$ cat src/rtl/jnt_step_gen_pkg.sv
// Shared constants and state encoding for the joint step generator.
// The INIT_ANGLE values are the FK stage's initial joint angles reduced mod 2^32,
// so both stages restart from the same pose after reset.
package jnt_step_gen_pkg;

  localparam int ANGLE_W = 32;
  localparam int NUM_JNT = 3;

  localparam logic [ANGLE_W-1:0] MAX_STEP_DEF    = 32'd16777216;  // 1/256 rev
  localparam logic [ANGLE_W-1:0] INIT_ANGLE0_DEF = 32'd0;
  localparam logic [ANGLE_W-1:0] INIT_ANGLE1_DEF = 32'd112855247;
  localparam logic [ANGLE_W-1:0] INIT_ANGLE2_DEF = 32'd3582936969;

  typedef enum logic [1:0] {
    ST_IDLE = 2'd0,
    ST_CALC = 2'd1,
    ST_EMIT = 2'd2,
    ST_DONE = 2'd3
  } state_e;

endpackage

$ cat src/rtl/jnt_step_gen_calc.sv
// One joint: shortest-path wrap difference between target and current angle,
// clamped to +/-MAX_STEP. Purely combinational.
module jnt_step_calc
  import jnt_step_gen_pkg::*;
#(
  parameter logic [ANGLE_W-1:0] MAX_STEP = MAX_STEP_DEF
) (
  input  logic [ANGLE_W-1:0] tgt,
  input  logic [ANGLE_W-1:0] cur,
  output logic [ANGLE_W-1:0] step,
  output logic               is_zero
);

  logic [ANGLE_W-1:0]        diff;
  logic signed [ANGLE_W:0]   diff_s;
  logic signed [ANGLE_W:0]   pos_lim;
  logic signed [ANGLE_W:0]   neg_lim;

  // Wrap-diff read as signed (0x80000000 is the negative tie), then clamp in
  // 33 bits so -2^31 compares correctly against -MAX_STEP.
  always_comb begin
    diff    = tgt - cur;
    diff_s  = {diff[ANGLE_W-1], diff};
    pos_lim = {1'b0, MAX_STEP};
    neg_lim = -pos_lim;
    step    = diff;
    if (diff_s > pos_lim) begin
      step = MAX_STEP;
    end else if (diff_s < neg_lim) begin
      step = neg_lim[ANGLE_W-1:0];
    end
    is_zero = (diff == '0);
  end

endmodule

$ cat src/rtl/jnt_step_gen.sv
// Joint step generator: takes absolute joint targets, emits rate-limited
// per-joint increments to the FK stage and tracks the current joint angles.
//
// Handshakes: a transfer happens on a rising edge where valid && ready.
// Valid never depends on ready; once step_valid is high, jnt_int_n hold
// stable until the transfer. tgt_ready is high only in IDLE, so a sender
// presenting a target while busy must hold it until accepted.
module jnt_step_gen
  import jnt_step_gen_pkg::*;
#(
  parameter logic [ANGLE_W-1:0] MAX_STEP    = MAX_STEP_DEF,
  parameter logic [ANGLE_W-1:0] INIT_ANGLE0 = INIT_ANGLE0_DEF,
  parameter logic [ANGLE_W-1:0] INIT_ANGLE1 = INIT_ANGLE1_DEF,
  parameter logic [ANGLE_W-1:0] INIT_ANGLE2 = INIT_ANGLE2_DEF
) (
  input  logic               clk,
  input  logic               reset,
  input  logic               tgt_valid,
  output logic               tgt_ready,
  input  logic [ANGLE_W-1:0] tgt_angle_0,
  input  logic [ANGLE_W-1:0] tgt_angle_1,
  input  logic [ANGLE_W-1:0] tgt_angle_2,
  output logic               step_valid,
  input  logic               step_ready,
  output logic [ANGLE_W-1:0] jnt_int_0,
  output logic [ANGLE_W-1:0] jnt_int_1,
  output logic [ANGLE_W-1:0] jnt_int_2,
  output logic [ANGLE_W-1:0] cur_angle_0,
  output logic [ANGLE_W-1:0] cur_angle_1,
  output logic [ANGLE_W-1:0] cur_angle_2,
  output logic               busy,
  output logic               move_done,
  output logic [1:0]         dbg_state
);

  localparam logic [ANGLE_W-1:0] INIT_ANGLE [NUM_JNT] =
    '{INIT_ANGLE0, INIT_ANGLE1, INIT_ANGLE2};

  state_e             state_q, state_d;
  logic [ANGLE_W-1:0] tgt_q  [NUM_JNT];
  logic [ANGLE_W-1:0] tgt_d  [NUM_JNT];
  logic [ANGLE_W-1:0] cur_q  [NUM_JNT];
  logic [ANGLE_W-1:0] cur_d  [NUM_JNT];
  logic [ANGLE_W-1:0] jnt_q  [NUM_JNT];
  logic [ANGLE_W-1:0] jnt_d  [NUM_JNT];
  logic [ANGLE_W-1:0] tgt_in [NUM_JNT];
  logic [ANGLE_W-1:0] step_w [NUM_JNT];
  logic [NUM_JNT-1:0] zero_w;

  assign tgt_in[0] = tgt_angle_0;
  assign tgt_in[1] = tgt_angle_1;
  assign tgt_in[2] = tgt_angle_2;

  for (genvar g = 0; g < NUM_JNT; g++) begin : g_calc
    jnt_step_calc #(.MAX_STEP(MAX_STEP)) u_calc (
      .tgt     (tgt_q[g]),
      .cur     (cur_q[g]),
      .step    (step_w[g]),
      .is_zero (zero_w[g])
    );
  end

  // Next-state logic: latch targets, compute a step, emit it, commit on transfer.
  always_comb begin
    state_d = state_q;
    for (int i = 0; i < NUM_JNT; i++) begin
      tgt_d[i] = tgt_q[i];
      cur_d[i] = cur_q[i];
      jnt_d[i] = jnt_q[i];
    end
    case (state_q)
      ST_IDLE: begin
        if (tgt_valid) begin
          for (int i = 0; i < NUM_JNT; i++) tgt_d[i] = tgt_in[i];
          state_d = ST_CALC;
        end
      end
      ST_CALC: begin
        // Increments are cleared on the way into DONE so they read 0 there.
        if (&zero_w) begin
          for (int i = 0; i < NUM_JNT; i++) jnt_d[i] = '0;
          state_d = ST_DONE;
        end else begin
          for (int i = 0; i < NUM_JNT; i++) jnt_d[i] = step_w[i];
          state_d = ST_EMIT;
        end
      end
      ST_EMIT: begin
        // Current angles move only when the FK stage takes the increment.
        if (step_ready) begin
          for (int i = 0; i < NUM_JNT; i++) cur_d[i] = cur_q[i] + jnt_q[i];
          state_d = ST_CALC;
        end
      end
      ST_DONE: state_d = ST_IDLE;
      default: state_d = ST_IDLE;
    endcase
  end

  // State and datapath registers; reset restores the FK stage's initial pose.
  always_ff @(posedge clk or negedge reset) begin
    if (!reset) begin
      state_q <= ST_IDLE;
      for (int i = 0; i < NUM_JNT; i++) begin
        tgt_q[i] <= INIT_ANGLE[i];
        cur_q[i] <= INIT_ANGLE[i];
        jnt_q[i] <= '0;
      end
    end else begin
      state_q <= state_d;
      for (int i = 0; i < NUM_JNT; i++) begin
        tgt_q[i] <= tgt_d[i];
        cur_q[i] <= cur_d[i];
        jnt_q[i] <= jnt_d[i];
      end
    end
  end

  // Status outputs decode straight from the registered state.
  assign tgt_ready   = (state_q == ST_IDLE);
  assign busy        = (state_q != ST_IDLE);
  assign step_valid  = (state_q == ST_EMIT);
  assign move_done   = (state_q == ST_DONE);
  assign dbg_state   = state_q;
  assign jnt_int_0   = jnt_q[0];
  assign jnt_int_1   = jnt_q[1];
  assign jnt_int_2   = jnt_q[2];
  assign cur_angle_0 = cur_q[0];
  assign cur_angle_1 = cur_q[1];
  assign cur_angle_2 = cur_q[2];

endmodule

$ cat config.mk
export PLATFORM = sky130hd
export DESIGN_NAME = jnt_step_gen
export DESIGN_NICKNAME = d
export VERILOG_FILES = /design/src/rtl/jnt_step_gen_pkg.sv /design/src/rtl/jnt_step_gen_calc.sv /design/src/rtl/jnt_step_gen.sv
export SDC_FILE = /design/constraint.sdc
export NUM_CORES = 1
export LEC_CHECK = 0
export CORE_UTILIZATION = 45
export CTS_BUF_LIST = sky130_fd_sc_hd__clkbuf_2
export CTS_CLUSTER_DIAMETER = 30
export DETAILED_ROUTE_END_ITERATION = 8
export GPL_TIMING_DRIVEN = 0
export MAX_ROUTING_LAYER = met4
export PLACE_DENSITY = 0.71
export SLEW_MARGIN = 40
export SYNTH_ARGS = -nofsm -noshare
export SYNTH_HDL_FRONTEND = slang
export SYNTH_HIERARCHICAL = 1
export SYNTH_SLANG_ARGS = --single-unit
$ cat constraint.sdc
create_clock -name clk -period 7.1 [get_ports clk]
set_input_delay 1.775 -clock clk [delete_from_list [all_inputs] [get_ports clk]]
set_output_delay 1.775 -clock clk [all_outputs]
set_load 0.1 [all_outputs]
After elaboration in Yosys (flattened, before gate mapping)

Cells that the tools add are included.

Output and inout port bits: 198
Bits in writable memories: 0
Memories: 0
Input bits: 100
Flip-flop bits (word level): 290
Bits in read-only memories: 0
Word-level logic and storage cells: 47
Bits in latches: 0

Bitwise logic cells: 0
Equality and inequality tests: 5
Shift-type cells: 0
Order comparisons: 6
Div/mod/pow operators: 0
Multipliers: 0
Add/subtract/negate cells: 6
Multiplexer cells: 11
Reductions and logical operators: 9

Operator list:

| kind                                                  | count |
|---|---|
| two-way mux 32 bit                                    | 6 |
| adder 32 bit                                          | 3 |
| > comparator 32 x 26 -> 1 bit, second input constant  | 3 |
| zero test 32 bit                                      | 3 |
| < comparator 32 x 25 -> 1 bit, second input constant  | 3 |
| two-way mux 96 bit                                    | 1 |
| subtractor 32 bit                                     | 3 |
| case mux 2 bit (4 select lines)                       | 1 |
| AND reduction 2 bit                                   | 3 |
| == test 2 bit, second input constant                  | 2 |
| two-way mux 2 bit                                     | 2 |
| AND reduction 3 bit                                   | 1 |
| == test 2 x 1 -> 1 bit, second input constant         | 1 |
| zero test 2 bit                                       | 1 |
| inequality test 2 x 1 -> 1 bit, second input constant | 1 |
| inequality test 2 bit, second input constant          | 1 |
| nonzero test 2 bit                                    | 1 |
| two-way mux 1 bit                                     | 1 |

Depth between registers and ports, before layout

Depth after elaboration: 5
Mapped depth: 18
Depth with buffers taken out: 17

By module

The synthesis kept the hierarchy.

By module, submodules not included:

| module        | times used | area each (sq um) | cells each | seq. area each (sq um) |
|---|---|---|---|---|
| jnt_step_gen  | 1          | 15780.1           | 1644       | 7334.5 |
| jnt_step_calc | 3          | 2708.8            | 409        | 0.0 |

Worst setup path after synthesis

No wires, ideal clock.

Path kind: reg-to-reg
From: register cur_q, in the netlist cur_angle_0[0]
To: register jnt_q, in the netlist jnt_int_0[20]
Library setup time: 0.083 ns
Data arrival time: 4.681 ns
Setup slack: 2.337 ns
Cell stages (with the launch flop): 17
Data required time: 7.017 ns
Period minus slack after synthesis: 4.763 ns
Buffers on the path: 1
Cells stage by stage: dfrtp_1 -> ha_1 -> inv_1 -> fa_1 -> a21o_1 -> a221o_1 -> a21o_1 -> a21oi_1 -> nor4_1 -> or3_1 -> xnor2_1 -> or4_1 -> ha_1 -> clkbuf_1 -> nor4_2 -> nand2_1 -> o21ai_0

RTL lines:

| element                         | line                | text |
|---|---|---|
| start, declared                 | jnt_step_gen.sv:42  | `logic [ANGLE_W-1:0] cur_q [NUM_JNT];` |
| start signal, assigned by index | jnt_step_gen.sv:106 | `cur_q[i] <= INIT_ANGLE[i];` |
| start signal, assigned by index | jnt_step_gen.sv:113 | `cur_q[i] <= cur_d[i];` |
| end signal, assigned by index   | jnt_step_gen.sv:114 | `jnt_q[i] <= jnt_d[i];` |
| end, declared                   | jnt_step_gen.sv:44  | `logic [ANGLE_W-1:0] jnt_q [NUM_JNT];` |

Worst setup path after layout

From: register cur_q, in the netlist cur_angle_1[0]
To: register jnt_q, in the netlist jnt_int_0[28]

Cells in the longest elaborated chain, start to end: 4

Ends and longest elaborated chain:

| element             | line                    | text |
|---|---|---|
| subtractor 32 bit   | jnt_step_gen_calc.sv:22 | `diff = tgt - cur;` |
| zero test 32 bit    | jnt_step_gen_calc.sv:32 | `is_zero = (diff == '0);` |
| via zero_w[1]       | jnt_step_gen.sv:48      | `logic [NUM_JNT-1:0] zero_w;` |
| AND reduction 3 bit | jnt_step_gen.sv:80      | `if (&zero_w) begin` |
| two-way mux 96 bit  | jnt_step_gen.sv:80      |  |

The timed path passes the listed nets, and every way through them passes these cells.
A chain may end at the register's enable or synchronous reset.

==> metrics.yaml <==
status:
  run_status: "complete, no violations"
clocking:
  tritoncts: "yes"
  clock_buffer_count_from_cts: 87
  cts.hold.buffers_added: 0
  cts_num_sinks: 290
  cts_resized: 0
  clock_tree.buffer_depth: 3
  cts.reportedPaths.clkPinSlew_ns: 0.09
  clk_root_buffer_cell: "sky130_fd_sc_hd__clkbuf_2"
  ctsHtreeMaxLevel: 3
  postCtsSetupRepairBufs: 0
  clkLatencyLatePin_ns: 1.15
synth:
  synth_largest_area_cell: "sky130_fd_sc_hd__dfrtp_1"
  post_synth_inst_count: 2871
  number_of_synthesized_flops_with_an_enable_pin: 0
  synthesis.area_per_instance_um2: 8.33
  synth.yosys.warnings: 6
  mappedNetlistNets: 3166
  synthesis.area_um2: 23900
  synth.top_cells.by_area: "sky130_fd_sc_hd__dfrtp_1, sky130_fd_sc_hd__ha_1, sky130_fd_sc_hd__nand2_1, sky130_fd_sc_hd__dfstp_2, sky130_fd_sc_hd__o21ai_0"
  netlist.area_leader.share_pct: 23.9
  asyncSetResetFlopFracSynth_pct: 100
  synth_sequential_area_ratio_pct: 30.7
  synth.ff_latch_count: 290
  synth.distinct_cells: 87
  ys.flop_type: "sky130_fd_sc_hd__dfrtp_1"
floorplanning:
  rows: 84
  initial_core_util_pct: 45.5
  design.portCount: 298
  design.die.area_um2: 54100
  die_h_um: 232
  coreArea_um2: 52600
  die_width_um: 232
timing:
  timing.final.ws_setup_ns: 0.341
  report.final.hold_viol_count: 0
  timing.final.setup_violations: 0
  timing.clock.skew_ns: 0.102
  final-max-slew-violation-count: 0
  period_minus_slack_ns: 6.76
  relSlewSlack_pct: 37.7
  rsz0062_at_grt: "false"
  fmaxAchievable_mhz: 148
  timing.hold.ws_ns: 0.487
  tightest_slew_ns: 0.935
  final.period_utilization_pct: 95.2
worst_setup_path:
  critical_path.max_fanout: 10
  cp-end-kind: "flop"
  worst_endpoint_required_time_ns: 8.02
  classification_of_the_worst_setup_path: "reg -> reg"
  worstReg2RegEnd: "jnt_int_0[28]"
  crit_arrival_ns: 7.68
  reg2reg_setup_slack_ns: 0.34
  rr_worst_depth: 16
  worst_setup_path_start_kind: "flop"
  reg_to_reg_critical_path_startpoint: "cur_angle_1[0]"
final_layout:
  multi_input_area_um2: 15400
  fin_cells: 4025
  layout.cells.most_common_list: "sky130_fd_sc_hd__nand2_1, sky130_fd_sc_hd__o21ai_0, sky130_fd_sc_hd__buf_2"
  fill_cells: 5077
  layout.cells.most_common: "sky130_fd_sc_hd__nand2_1"
  layout.core_utilization_pct: 52.9
  design.final.nets: 3557
  areaGrowthSynthToFinish_pct: 16.4
  drive_above_1_share_pct: 19.4
  regArea_um2: 7330
global_routing:
  grt_pass1_vias: 22300
  grt_use_total_pct: 32.6
  grt_pass1_wl_mm: 131
  grt_remaining_overflow: 0
  grt_antenna_before_repair: 1
  grt_start_max_net_pins: 75
drt:
  drc: 0
  detailed_routing_iterations_pass_1: 7
  drt-vias-per-instance: 5.87
  post_drt_wl_per_cell_um: 21.7
  vias: 23600
  drt_wl_total_mm: 87.2
  drt_first_iter_violations: 1759
  ant_nets: 0
placement:
  place_ws_ns: 0.492
  gpl.final_weighted_congestion: 0.988
  placed_cells: 3861
  portBuffers: 297
  detailedPlacementHpwl_mm: 70.3
min_path:
  hold_path.class: "reg -> reg"
  worstHoldPathCells: 2
  hold_path_end: "cur_angle_2[28]"
  hold_start: "cur_angle_2[28]"
job:
  max_cap_viol_count: 0
[worst max-delay path by stage]
stage | from | end | slack, ns | cells after the start
2_1_floorplan | cur_angle_0[0] | jnt_int_0[20] | 2.34 | 16
3_3_place_gp | reset | jnt_int_2[25] | -8.23 | 1
3_5_place_dp | cur_angle_1[0] | jnt_int_0[28] | 0.49 | 16
4_1_cts | cur_angle_1[0] | jnt_int_0[28] | 0.44 | 16
5_1_grt | cur_angle_1[0] | jnt_int_0[28] | 0.24 | 16
6_report | cur_angle_1[0] | jnt_int_0[28] | 0.34 | 16
[metrics by stage]
step / area (µm²) / setup TNS, ns
2_1_floorplan: 23900 / 0
3_3_place_gp: 27700 / -2135.96
3_5_place_dp: 26900 / 0
4_1_cts: 27800 / 0
5_1_grt: 27800 / 0
6_report: 27800 / 0
[cell families after synthesis]
group                      Yosys count  synth area share (%)
adders and majority gates          195                  10.4
muxes                              114                  5.32
and+or+nand+nor                    945                  19.7
buffers and inverters              308                  5.22
AOI/OAI and AO/OA                  886                  23.8
xor gates and xnor gates           133                  4.87
DFF                                290                  30.7
[per-layer routing]
layer	GRT usage, %	vias up	share of wire, %
met5	-	-	0
met4	9.76	0	2.9
met1	45.3	11500	47
li1	-	11300	-
met3	5.20	131	5.7
met2	48.5	748	44
[layout make-up]
type,count,area share (%)
timing repair buffer,302,7.55
clock inverter,43,1.13
antenna,1,0.00899
clock buffer,120,2.16
tap,688,3.09
multi-input combinational,2273,55.2
sequential,290,26.4
inverter,155,2.09
buffer,153,2.43
[synthesized netlist by cell type (15+ instances only)]
library cell	n
sky130_fd_sc_hd__a211oi_1	37
sky130_fd_sc_hd__a21o_1	87
sky130_fd_sc_hd__a21oi_1	202
sky130_fd_sc_hd__a31oi_1	35
sky130_fd_sc_hd__and2_1	20
sky130_fd_sc_hd__and3_1	28
sky130_fd_sc_hd__buf_2	31
sky130_fd_sc_hd__clkbuf_1	115
sky130_fd_sc_hd__dfrtp_1	228
sky130_fd_sc_hd__dfstp_2	62
sky130_fd_sc_hd__ha_1	189
sky130_fd_sc_hd__inv_1	154
sky130_fd_sc_hd__mux2_2	104
sky130_fd_sc_hd__nand2_1	441
sky130_fd_sc_hd__nand3_1	35
sky130_fd_sc_hd__nand4_1	48
sky130_fd_sc_hd__nor2_1	155
sky130_fd_sc_hd__nor2b_1	15
sky130_fd_sc_hd__nor3_1	25
sky130_fd_sc_hd__nor3b_1	22
sky130_fd_sc_hd__nor3b_2	21
sky130_fd_sc_hd__nor4_1	32
sky130_fd_sc_hd__o211ai_1	32
sky130_fd_sc_hd__o21a_1	18
sky130_fd_sc_hd__o21ai_0	237
sky130_fd_sc_hd__o21ai_1	57
sky130_fd_sc_hd__o21bai_1	27
sky130_fd_sc_hd__o221ai_1	15
sky130_fd_sc_hd__o31ai_1	16
sky130_fd_sc_hd__or3_1	21
sky130_fd_sc_hd__xnor2_1	71
sky130_fd_sc_hd__xor2_1	62
[sequential cells by signal, summed over array words and instances (netlist names)]
| signal | flops |
|---|---|
| tgt_q | 96 |
| cur_angle_0 | 32 |
| cur_angle_1 | 32 |
| cur_angle_2 | 32 |
| jnt_int_0 | 32 |
| jnt_int_1 | 32 |
| jnt_int_2 | 32 |
| dbg_state | 2 |
[critical path: stages, from the launching register on]
cell and delay (ns):
sky130_fd_sc_hd__dfstp_2 0.58, sky130_fd_sc_hd__ha_1 0.17, sky130_fd_sc_hd__inv_1 0.06, sky130_fd_sc_hd__fa_1 0.43, sky130_fd_sc_hd__a21o_1 0.22, sky130_fd_sc_hd__a221oi_2 0.47, sky130_fd_sc_hd__xnor2_1 0.16, sky130_fd_sc_hd__a2111oi_0 0.66
sky130_fd_sc_hd__or3b_1 0.44, sky130_fd_sc_hd__nor4_2 0.52, sky130_fd_sc_hd__nand3_1 0.15, sky130_fd_sc_hd__nor4b_1 0.79, sky130_fd_sc_hd__nand3_1 0.82, sky130_fd_sc_hd__clkbuf_2 0.53, sky130_fd_sc_hd__clkbuf_1 0.30, sky130_fd_sc_hd__nand2_1 0.19
sky130_fd_sc_hd__o21ai_0 0.09
Power is not shown: default switching activity piles up to over one toggle a cycle in this logic, so the estimate is an artifact.
